**config.mk**
```make
export PLATFORM = sky130hd
export DESIGN_NAME = rob_alloc_ctrl_flat
export DESIGN_NICKNAME = d
export VERILOG_FILES = /design/src/rtl/rob_alloc_ctrl_pkg.sv /design/src/rtl/rob_alloc_ctrl_if.sv /design/src/rtl/rob_alloc_ctrl_ptr.sv /design/src/rtl/rob_alloc_ctrl.sv /design/src/flat_wrapper.sv
export SDC_FILE = /design/constraint.sdc
export NUM_CORES = 1
export LEC_CHECK = 0
export BUFFER_PORTS_ARGS = -buffer_cell sky130_fd_sc_hd__buf_2
export CAP_MARGIN = 20
export CORE_ASPECT_RATIO = 0.75
export CORE_UTILIZATION = 42
export CTS_CLUSTER_DIAMETER = 120
export DETAILED_ROUTE_END_ITERATION = 10
export PLACE_DENSITY = 0.79
export SYNTH_ARGS = -nofsm -noshare
export SYNTH_HDL_FRONTEND = slang
export SYNTH_SLANG_ARGS = --single-unit
```
**constraint.sdc**
```tcl
create_clock -name clk -period 3.97 [get_ports clk]
set_input_delay 0.397 -clock clk [delete_from_list [all_inputs] [get_ports clk]]
set_output_delay 0.397 -clock clk [all_outputs]
set_load 0.05 [all_outputs]
```
**src/rtl/rob_alloc_ctrl_pkg.sv**
```systemverilog
`default_nettype none
// +----------------------------------------------------------------------------+
// | Module      : rob_alloc_ctrl_pkg                                           |
// | Description : Shared sizing constants and FSM state encoding for the ROB   |
// |               allocation / exception-recovery controller.                  |
// | Ports       : none (package)                                               |
// | Revision    : 1.0 - initial release                                        |
// +----------------------------------------------------------------------------+
package rob_alloc_ctrl_pkg;

  localparam int          DEF_ROB_SLOTS    = 16;
  localparam int          DEF_ROB_IDX_BITS = 4;
  localparam int          DEF_ARCH_BITS    = 32;
  localparam logic [31:0] DEF_EXC_VECTOR   = 32'h0000_2000;

  typedef enum logic [1:0] {
    ST_NORMAL  = 2'd0,
    ST_FLUSH   = 2'd1,
    ST_RECOVER = 2'd2
  } rob_state_e;

endpackage
`default_nettype wire

```
**src/rtl/rob_alloc_ctrl_if.sv**
```systemverilog
`default_nettype none
// +----------------------------------------------------------------------------+
// | Module      : rob_alloc_ctrl_if                                            |
// | Description : Bundle between decode/commit logic (master) and the ROB      |
// |               allocation controller (slave).                               |
// | Ports       : alloc handshake, commit/exception inputs, flush/redirect     |
// |               outputs, exception record, occupancy status.                 |
// | Revision    : 1.0 - initial release                                        |
// +----------------------------------------------------------------------------+
interface rob_alloc_ctrl_if
  import rob_alloc_ctrl_pkg::*;
#(
  parameter int ROB_IDX_BITS = DEF_ROB_IDX_BITS,
  parameter int ARCH_BITS    = DEF_ARCH_BITS
);

  logic                    allocValid;
  logic                    allocReady;
  logic [ROB_IDX_BITS-1:0] allocIdx;

  logic                    commitValid;
  logic                    commitExcept;
  logic [ARCH_BITS-1:0]    commitPc;
  logic [ARCH_BITS-1:0]    commitAddr;
  logic [ARCH_BITS-1:0]    commitType;

  logic                    robClear;
  logic                    redirect;
  logic [ARCH_BITS-1:0]    redirectPc;

  logic [ARCH_BITS-1:0]    excPc;
  logic [ARCH_BITS-1:0]    excAddr;
  logic [ARCH_BITS-1:0]    excType;

  logic [ROB_IDX_BITS-1:0] headIdx;
  logic [ROB_IDX_BITS:0]   count;
  logic                    full;
  logic                    empty;

  modport master (
    output allocValid, commitValid, commitExcept, commitPc, commitAddr, commitType,
    input  allocReady, allocIdx, robClear, redirect, redirectPc,
           excPc, excAddr, excType, headIdx, count, full, empty
  );

  modport slave (
    input  allocValid, commitValid, commitExcept, commitPc, commitAddr, commitType,
    output allocReady, allocIdx, robClear, redirect, redirectPc,
           excPc, excAddr, excType, headIdx, count, full, empty
  );

endinterface
`default_nettype wire

```
**src/rtl/rob_alloc_ctrl_ptr.sv**
```systemverilog
`default_nettype none
// +----------------------------------------------------------------------------+
// | Module      : rob_ptr                                                      |
// | Description : Wrap-around ROB slot pointer with clear and increment.       |
// |               Wraps naturally at 2**IDX_BITS.                              |
// | Ports       : clk, rst  - clock, synchronous active-high reset             |
// |               i_clr     - force pointer to zero (wins over i_inc)          |
// |               i_inc     - advance pointer by one                           |
// |               o_ptr     - current pointer value                            |
// | Revision    : 1.0 - initial release                                        |
// +----------------------------------------------------------------------------+
module rob_ptr #(
  parameter int IDX_BITS = 4
) (
  input  wire logic                clk,
  input  wire logic                rst,
  input  wire logic                i_clr,
  input  wire logic                i_inc,
  output logic      [IDX_BITS-1:0] o_ptr
);

  logic [IDX_BITS-1:0] r_ptr;

  always_ff @(posedge clk) begin
    if (rst || i_clr) begin
      r_ptr <= '0;
    end else if (i_inc) begin
      r_ptr <= r_ptr + IDX_BITS'(1);
    end
  end

  assign o_ptr = r_ptr;

endmodule
`default_nettype wire

```
**src/rtl/rob_alloc_ctrl.sv**
```systemverilog
`default_nettype none
// +----------------------------------------------------------------------------+
// | Module      : rob_alloc_ctrl                                               |
// | Description : ROB slot allocation, in-order commit bookkeeping and         |
// |               exception recovery (NORMAL -> FLUSH -> RECOVER -> NORMAL).   |
// | Ports       : clk, rst - clock, synchronous active-high reset              |
// |               bus      - rob_alloc_ctrl_if.slave: alloc handshake, commit  |
// |                          inputs, flush/redirect, exception record, status |
// | Revision    : 1.0 - initial release                                        |
// +----------------------------------------------------------------------------+
module rob_alloc_ctrl
  import rob_alloc_ctrl_pkg::*;
#(
  parameter int                   ROB_SLOTS    = DEF_ROB_SLOTS,
  parameter int                   ROB_IDX_BITS = DEF_ROB_IDX_BITS,
  parameter int                   ARCH_BITS    = DEF_ARCH_BITS,
  parameter logic [ARCH_BITS-1:0] EXC_VECTOR   = ARCH_BITS'(DEF_EXC_VECTOR)
) (
  input wire logic        clk,
  input wire logic        rst,
  rob_alloc_ctrl_if.slave bus
);

  localparam logic [ROB_IDX_BITS:0] C_FULL_COUNT = (ROB_IDX_BITS+1)'(ROB_SLOTS);

  rob_state_e              r_state;
  rob_state_e              w_next_state;
  logic [ROB_IDX_BITS:0]   r_count;
  logic [ROB_IDX_BITS-1:0] w_head_idx;
  logic [ROB_IDX_BITS-1:0] w_tail_idx;
  logic [ARCH_BITS-1:0]    r_exc_pc;
  logic [ARCH_BITS-1:0]    r_exc_addr;
  logic [ARCH_BITS-1:0]    r_exc_type;

  logic                    w_normal;
  logic                    w_full;
  logic                    w_empty;
  logic                    w_except;
  logic                    w_alloc_ready;
  logic                    w_alloc;
  logic                    w_commit;
  logic                    w_rob_clear;
  logic                    w_redirect;
  logic [ARCH_BITS-1:0]    w_redirect_pc;

  assign w_normal = (r_state == ST_NORMAL);
  assign w_full   = (r_count == C_FULL_COUNT);
  assign w_empty  = (r_count == '0);

  // Exceptions are only honoured in NORMAL; FLUSH/RECOVER ignore commit inputs.
  assign w_except = w_normal && bus.commitValid && bus.commitExcept;

  // An excepting commit blocks allocation in the same cycle so no slot is
  // handed out just before the ROB is wiped.
  assign w_alloc_ready = w_normal && !w_full && !(bus.commitValid && bus.commitExcept);
  assign w_alloc       = bus.allocValid && w_alloc_ready;

  // A commit while empty is a protocol error and is dropped (no underflow).
  assign w_commit = w_normal && bus.commitValid && !bus.commitExcept && !w_empty;

  rob_ptr #(.IDX_BITS(ROB_IDX_BITS)) u_head_ptr (
    .clk   (clk),
    .rst   (rst),
    .i_clr (w_except),
    .i_inc (w_commit),
    .o_ptr (w_head_idx)
  );

  rob_ptr #(.IDX_BITS(ROB_IDX_BITS)) u_tail_ptr (
    .clk   (clk),
    .rst   (rst),
    .i_clr (w_except),
    .i_inc (w_alloc),
    .o_ptr (w_tail_idx)
  );

  always_ff @(posedge clk) begin
    if (rst) begin
      r_state <= ST_NORMAL;
    end else begin
      r_state <= w_next_state;
    end
  end

  always_comb begin
    w_next_state  = r_state;
    w_rob_clear   = 1'b0;
    w_redirect    = 1'b0;
    w_redirect_pc = '0;
    case (r_state)
      ST_NORMAL: begin
        if (w_except) begin
          w_next_state = ST_FLUSH;
        end
      end
      ST_FLUSH: begin
        w_rob_clear   = 1'b1;
        w_redirect    = 1'b1;
        w_redirect_pc = EXC_VECTOR;
        w_next_state  = ST_RECOVER;
      end
      ST_RECOVER: begin
        w_next_state = ST_NORMAL;
      end
      default: begin
        w_next_state = ST_NORMAL;
      end
    endcase
  end

  // Simultaneous alloc and commit cancel out; count only moves on one of them.
  always_ff @(posedge clk) begin
    if (rst || w_except) begin
      r_count <= '0;
    end else if (w_alloc && !w_commit) begin
      r_count <= r_count + (ROB_IDX_BITS+1)'(1);
    end else if (!w_alloc && w_commit) begin
      r_count <= r_count - (ROB_IDX_BITS+1)'(1);
    end
  end

  // Exception record holds until the next exception.
  always_ff @(posedge clk) begin
    if (rst) begin
      r_exc_pc   <= '0;
      r_exc_addr <= '0;
      r_exc_type <= '0;
    end else if (w_except) begin
      r_exc_pc   <= bus.commitPc;
      r_exc_addr <= bus.commitAddr;
      r_exc_type <= bus.commitType;
    end
  end

  assign bus.allocReady = w_alloc_ready;
  assign bus.allocIdx   = w_tail_idx;
  assign bus.robClear   = w_rob_clear;
  assign bus.redirect   = w_redirect;
  assign bus.redirectPc = w_redirect_pc;
  assign bus.excPc      = r_exc_pc;
  assign bus.excAddr    = r_exc_addr;
  assign bus.excType    = r_exc_type;
  assign bus.headIdx    = w_head_idx;
  assign bus.count      = r_count;
  assign bus.full       = w_full;
  assign bus.empty      = w_empty;

endmodule
`default_nettype wire

```
**src/flat_wrapper.sv**
```systemverilog
// flat-port wrapper written by rule: the top's interface ports become plain ports
module rob_alloc_ctrl_flat import rob_alloc_ctrl_pkg::*;
#(
  parameter int                   ROB_SLOTS    = DEF_ROB_SLOTS,
  parameter int                   ROB_IDX_BITS = DEF_ROB_IDX_BITS,
  parameter int                   ARCH_BITS    = DEF_ARCH_BITS,
  parameter logic [ARCH_BITS-1:0] EXC_VECTOR   = ARCH_BITS'(DEF_EXC_VECTOR)
)
  (clk, rst, bus_allocValid, bus_commitValid, bus_commitExcept, bus_commitPc, bus_commitAddr, bus_commitType, bus_allocReady, bus_allocIdx, bus_robClear, bus_redirect, bus_redirectPc, bus_excPc, bus_excAddr, bus_excType, bus_headIdx, bus_count, bus_full, bus_empty);
  rob_alloc_ctrl_if #(.ROB_IDX_BITS(ROB_IDX_BITS), .ARCH_BITS(ARCH_BITS)) bus_i ();
  input wire logic clk;
  input wire logic rst;
  input wire logic [$bits(bus_i.allocValid)-1:0] bus_allocValid;
  input wire logic [$bits(bus_i.commitValid)-1:0] bus_commitValid;
  input wire logic [$bits(bus_i.commitExcept)-1:0] bus_commitExcept;
  input wire logic [$bits(bus_i.commitPc)-1:0] bus_commitPc;
  input wire logic [$bits(bus_i.commitAddr)-1:0] bus_commitAddr;
  input wire logic [$bits(bus_i.commitType)-1:0] bus_commitType;
  output wire logic [$bits(bus_i.allocReady)-1:0] bus_allocReady;
  output wire logic [$bits(bus_i.allocIdx)-1:0] bus_allocIdx;
  output wire logic [$bits(bus_i.robClear)-1:0] bus_robClear;
  output wire logic [$bits(bus_i.redirect)-1:0] bus_redirect;
  output wire logic [$bits(bus_i.redirectPc)-1:0] bus_redirectPc;
  output wire logic [$bits(bus_i.excPc)-1:0] bus_excPc;
  output wire logic [$bits(bus_i.excAddr)-1:0] bus_excAddr;
  output wire logic [$bits(bus_i.excType)-1:0] bus_excType;
  output wire logic [$bits(bus_i.headIdx)-1:0] bus_headIdx;
  output wire logic [$bits(bus_i.count)-1:0] bus_count;
  output wire logic [$bits(bus_i.full)-1:0] bus_full;
  output wire logic [$bits(bus_i.empty)-1:0] bus_empty;
  assign bus_i.allocValid = bus_allocValid;
  assign bus_i.commitValid = bus_commitValid;
  assign bus_i.commitExcept = bus_commitExcept;
  assign bus_i.commitPc = bus_commitPc;
  assign bus_i.commitAddr = bus_commitAddr;
  assign bus_i.commitType = bus_commitType;
  assign bus_allocReady = bus_i.allocReady;
  assign bus_allocIdx = bus_i.allocIdx;
  assign bus_robClear = bus_i.robClear;
  assign bus_redirect = bus_i.redirect;
  assign bus_redirectPc = bus_i.redirectPc;
  assign bus_excPc = bus_i.excPc;
  assign bus_excAddr = bus_i.excAddr;
  assign bus_excType = bus_i.excType;
  assign bus_headIdx = bus_i.headIdx;
  assign bus_count = bus_i.count;
  assign bus_full = bus_i.full;
  assign bus_empty = bus_i.empty;
  rob_alloc_ctrl #(.ROB_SLOTS(ROB_SLOTS), .ROB_IDX_BITS(ROB_IDX_BITS), .ARCH_BITS(ARCH_BITS), .EXC_VECTOR(EXC_VECTOR)) u_core (.clk(clk), .rst(rst), .bus(bus_i));
endmodule
```
## Word-level counts from Yosys, hierarchy flattened

Index checks and enable logic that the tools add are counted.
Widths: inputs -> output; s select.

| word-level totals | value |
|---|---|
| output and inout bits | 146 |
| register bits after elaboration | 111 |
| input bits | 101 |

| cells by class | value |
|---|---|
| reductions and logical operators | 20 |
| add/subtract/negate cells | 4 |
| muxes and demuxes | 6 |
| equal/unequal tests | 3 |

Operators with widths:

| kind | number |
|---|---|
| $mux 14 | 1 |
| $logic_and 1x1->1 | 10 |
| $mux 5 | 2 |
| $add 4x1->4 const B | 2 |
| $logic_not 1->1 | 6 |
| $add 5x1->5 const B | 1 |
| $eq 5x5->1 const B | 1 |
| $logic_not 5->1 | 1 |
| $sub 5x1->5 const B | 1 |
| $pmux 2 s2 | 1 |
| $eq 2x1->1 const B | 1 |
| $logic_not 2->1 | 1 |
| $mux 2 | 1 |
| $ne 2x2->1 const B | 1 |
| $reduce_bool 2->1 | 1 |
| $logic_or 1x1->1 | 1 |
| $mux 1 | 1 |

## Logic depth before layout (Yosys ltp)

| logic depth | value |
|---|---|
| depth after elaboration | 9 |
| mapped depth | 10 |
| mapped depth without buffers | 10 |

## By module

A second synthesis with hierarchy kept.

| second synthesis, totals | value |
|---|---|
| cells, all modules | 336 |
| area, all modules | 3,961.3 um2 |

By module, submodules not included:

| module | times used | cells each | area an instance (um2) | seq. area each (um2) |
|---|---|---|---|---|
| rob_alloc_ctrl | 1 | 302 | 3,606.0 | 2,062.0 |
| rob_ptr | 2 | 17 | 177.7 | 80.1 |

## Worst setup path after synthesis

OpenSTA, ideal clock, no wires.

| timing | value |
|---|---|
| path kind | reg2reg |
| start point | reg u_core.r_count[0], in the netlist u_core.bus.count[0] |
| end point | reg u_core.r_count[4], in the netlist u_core.bus.count[4] |
| slack | 1,119 ps |
| data arrival time | 2,779 ps |
| cell stages (with the launch flop) | 10 |
| period minus slack after synthesis | 2,851 ps |
| path through | dfxtp_1 > or4_4 > o2111ai_4 > inv_1 > ha_1 > fa_1 > nand2b_1 > a21oi_1 > mux2i_1 > mux2i_1 |

| between the ends | value |
|---|---|
| cells in the longest elaborated chain, start to end | 8 |

Ends and longest elaborated chain:

| item | line | text |
|---|---|---|
| start, declared | rob_alloc_ctrl.sv:28 | `logic [ROB_IDX_BITS:0] r_count;` |
| start signal, assigned | rob_alloc_ctrl.sv:116 | `r_count <= r_count + (ROB_IDX_BITS+1)'(1);` |
| start signal, assigned | rob_alloc_ctrl.sv:118 | `r_count <= r_count - (ROB_IDX_BITS+1)'(1);` |
| $eq 5x5->1 (*) | rob_alloc_ctrl.sv:47 | `assign w_full = (r_count == C_FULL_COUNT);` |
| $logic_not 1->1 (*) | rob_alloc_ctrl.sv:55 | `assign w_alloc_ready = w_normal && !w_full && !(bus.commitValid && bus.commitExcept);` |
| $logic_and 1x1->1 (*) (2 in a row) | rob_alloc_ctrl.sv:55 |  |
| $logic_and 1x1->1 (*) | rob_alloc_ctrl.sv:56 | `assign w_alloc = bus.allocValid && w_alloc_ready;` |
| via u_core.u_tail_ptr.i_inc | rob_alloc_ctrl_ptr.sv:18 | `input wire logic i_inc,` |
| $logic_not 1->1 | rob_alloc_ctrl.sv:117 | `end else if (!w_alloc && w_commit) begin` |
| $logic_and 1x1->1 | rob_alloc_ctrl.sv:117 |  |
| $reduce_bool 2->1 (no source line) | - |  |

The timed path passes the listed nets; every way through them passes the cells marked *. The select of a mux whose other input is x is not followed.
A chain may end at the register's enable or synchronous reset.

## Worst setup path in the final report

Same ends and word-level chain as after synthesis.

==> results.json <==
{
  "mostFrequentLayoutCells": "buf_2, dfxtp_1, a22o_1",
  "worst_setup_path_end_kind": "register",
  "regArea_mm2": 0.00222,
  "place_inst": 661,
  "layout.nets": 652,
  "worst_pin_slew_ps": 892,
  "drive_above_1_share_pct": 43.7,
  "ant_nets": 0,
  "grt_util_all_layers_pct": 18.9,
  "routed_via_density": 4.78,
  "grt.busiest_layer": "met2",
  "syn_area_mm2": 0.00395,
  "netlist_instances": 342,
  "row_count": 30,
  "synth-seq-cells": 111,
  "final_common_cell": "buf_2",
  "dp_hpwl_um": 6930,
  "cts_resized": 0,
  "dr.pass1.iters": 4,
  "met1_usage_pct": 22.7,
  "crit_fanout": 8,
  "diodes": 0,
  "yosys.area.top_type": "dfxtp_1",
  "power.density_mw_per_mm2": 557,
  "final_cells": 677,
  "ios": 247,
  "portBuffers": 215,
  "vias": 3237,
  "drc_errors": 0,
  "max_slew_margin_pct": 40.4,
  "grt_pass1_wl_um": 14600,
  "finalHoldViolCount": 0,
  "core_mm2": 0.00908,
  "yosysWarnings": 0,
  "post-cts-setup-buffers": 0,
  "max_cap_viol_count": 0,
  "worstPathArrival_ps": 3080,
  "start_kind": "register",
  "clock_skew_ps": 6.22,
  "antenna_found_initial": 0,
  "die_h_um": 86,
  "critPathRequiredTime_ps": 4240,
  "ys_types": 31,
  "avgSynthCellArea_um2": 11.6,
  "n_fill_cell": 822,
  "status": "complete, no violations",
  "timing.final.ws_setup_ps": 1160,
  "hold_class": "in -> reg",
  "initial_core_util_pct": 43.5,
  "holdBufCountCts": 0,
  "grt_max_degree": 66,
  "drt_iter0_markers": 129,
  "crit_type": "reg -> reg",
  "cts_made_buffers": 9,
  "clock_sinks": 111,
  "min_period_over_period_pct": 70.9,
  "slew_viol_final": 0,
  "setup_viol": 0,
  "synth.yosys.seq_area_share_pct": 56.2,
  "clock_latency_ps": 340,
  "tritoncts": "built",
  "first_global_vias": 3006,
  "dieWidth_um": 114,
  "clk_pin_slew_worst_paths_ps": 70,
  "grt_use_met2_pct": 32.2,
  "setup_tns_ps": 0,
  "multi_input_area_mm2": 0.00147,
  "drt_wl_total_um": 9510,
  "vdd_drop_max_uv": 310,
  "cts_max_path_buffers": 2,
  "root_buffer": "clkbuf_16",
  "wl_per_cell_um": 14.0,
  "fmax_ghz": 0.355,
  "cts_max_level": 3,
  "ys_top_cells_by_area": "dfxtp_1, a22o_1, buf_4, ha_1, nor2_1",
  "dieArea_mm2": 0.00980,
  "syn_to_final_growth_pct": 33.8,
  "grt_setup_unrepaired": "false",
  "place_ws_ps": 1190,
  "grt-ovfl-total": 0,
  "grtUsageMet3_pct": 7.56,
  "gp_congestion": 0.823,
  "netlist.area_leader.share_pct": 56.2,
  "leakagePower_nw": 2.74,
  "fin_crit_ps": 2810
}
report_power, final:
part           total [mW]  internal (mW)  leakage (nW)  switching (mW)
sequential           1.24           1.18         0.906          0.0559
combinational       0.801          0.219          1.68           0.582
clock               0.903          0.500         0.148           0.403
cells in the mapped netlist:
| library cell | instances |
|---|---|
| nor4b_2 | 1 |
| o21ai_0 | 1 |
| conb_1 | 1 |
| inv_1 | 6 |
| or2_1 | 1 |
| xor2_1 | 5 |
| or3_1 | 2 |
| nor2b_1 | 3 |
| ha_1 | 6 |
| nand3_1 | 5 |
| clkbuf_1 | 6 |
| nor2_1 | 18 |
| a22o_1 | 96 |
| buf_4 | 37 |
| nand2_1 | 6 |
| buf_2 | 10 |
| or4_4 | 1 |
| mux2i_1 | 3 |
| o2111ai_4 | 1 |
| fa_1 | 1 |
| o21ai_1 | 2 |
| buf_1 | 4 |
| nand4b_1 | 1 |
| dfxtp_1 | 111 |
| a21o_1 | 1 |
| a21oi_1 | 6 |
| o211ai_1 | 2 |
| nor4bb_2 | 1 |
| o21ai_2 | 1 |
| nand2b_1 | 1 |
| or4_1 | 2 |
logic make-up after synthesis:
| group | Yosys count | synth area share, % |
|---|---|---|
| AO/OA/AOI/OAI | 110 | 23.9 |
| XOR/XNOR | 5 | 1.11 |
| adder cells (fa/ha/maj) | 7 | 2.41 |
| buffers and inverters | 63 | 9.82 |
| flip-flops | 111 | 56.2 |
| multiplexers | 3 | 0.760 |
| other | 1 | 0.0949 |
| AND/OR/NAND/NOR | 42 | 5.70 |
worst max-delay path: stages, from the launching register on:
cell and delay [ps]:
dfxtp_1 360, or4_4 600, o2111ai_4 300, inv_1 80, ha_1 240, fa_1 400
nand2b_1 160, a21oi_1 170, mux2i_1 230, mux2i_1 200
through the flow:
stage | util, % | power [mW] | hold WS [ps] | instance area [um^2]
2_1_floorplan | - | 1.90 | 469 | 4060
3_3_place_gp | 54.9 | 2.04 | 455 | 4980
3_5_place_dp | 54.9 | 2.06 | 458 | 4980
4_1_cts | 58.2 | 2.97 | 249 | 5290
5_1_grt | 58.2 | 3.08 | 239 | 5290
6_report | 58.2 | 2.94 | 262 | 5290
area by class of cell:
| type | instances | area share, % |
|---|---|---|
| Multi-Input combinational cell | 198 | 27.8 |
| Timing Repair Buffer | 218 | 21.0 |
| Clock inverter | 6 | 1.40 |
| Inverter | 6 | 0.426 |
| Tap cell | 128 | 3.03 |
| Sequential cell | 111 | 42.0 |
| Clock buffer | 10 | 4.33 |
per-layer routing:
layer  vias to the layer above  share of wire, %
met5                         -                 0
met4                         0              0.46
li1                       1592                 -
met1                      1500                44
met3                         2               7.7
met2                       143                48
sequential cells by signal (all words and copies together) (netlist names):
register / flops
u_core.u_head_ptr.o_ptr: 4
u_core.bus.excAddr: 32
u_core.u_tail_ptr.o_ptr: 4
u_core.bus.excType: 32
u_core.bus.count: 5
u_core.r_state: 2
u_core.bus.excPc: 32
path summary, 6_finish.rpt:
| kind | start | endpoint | slack (ps) | cells past startpoint |
|---|---|---|---|---|
| max | u_core.bus.count[0] | u_core.bus.count[4] | 1160 | 9 |
| min | bus_commitAddr[4] | u_core.bus.excAddr[4] | 260 | 2 |
| max reg2reg | u_core.bus.count[0] | u_core.bus.count[4] | 1160 | 9 |
| min reg2reg | u_core.bus.excType[6] | u_core.bus.excType[6] | 480 | 1 |
Power figures use the tool's default switching activity.
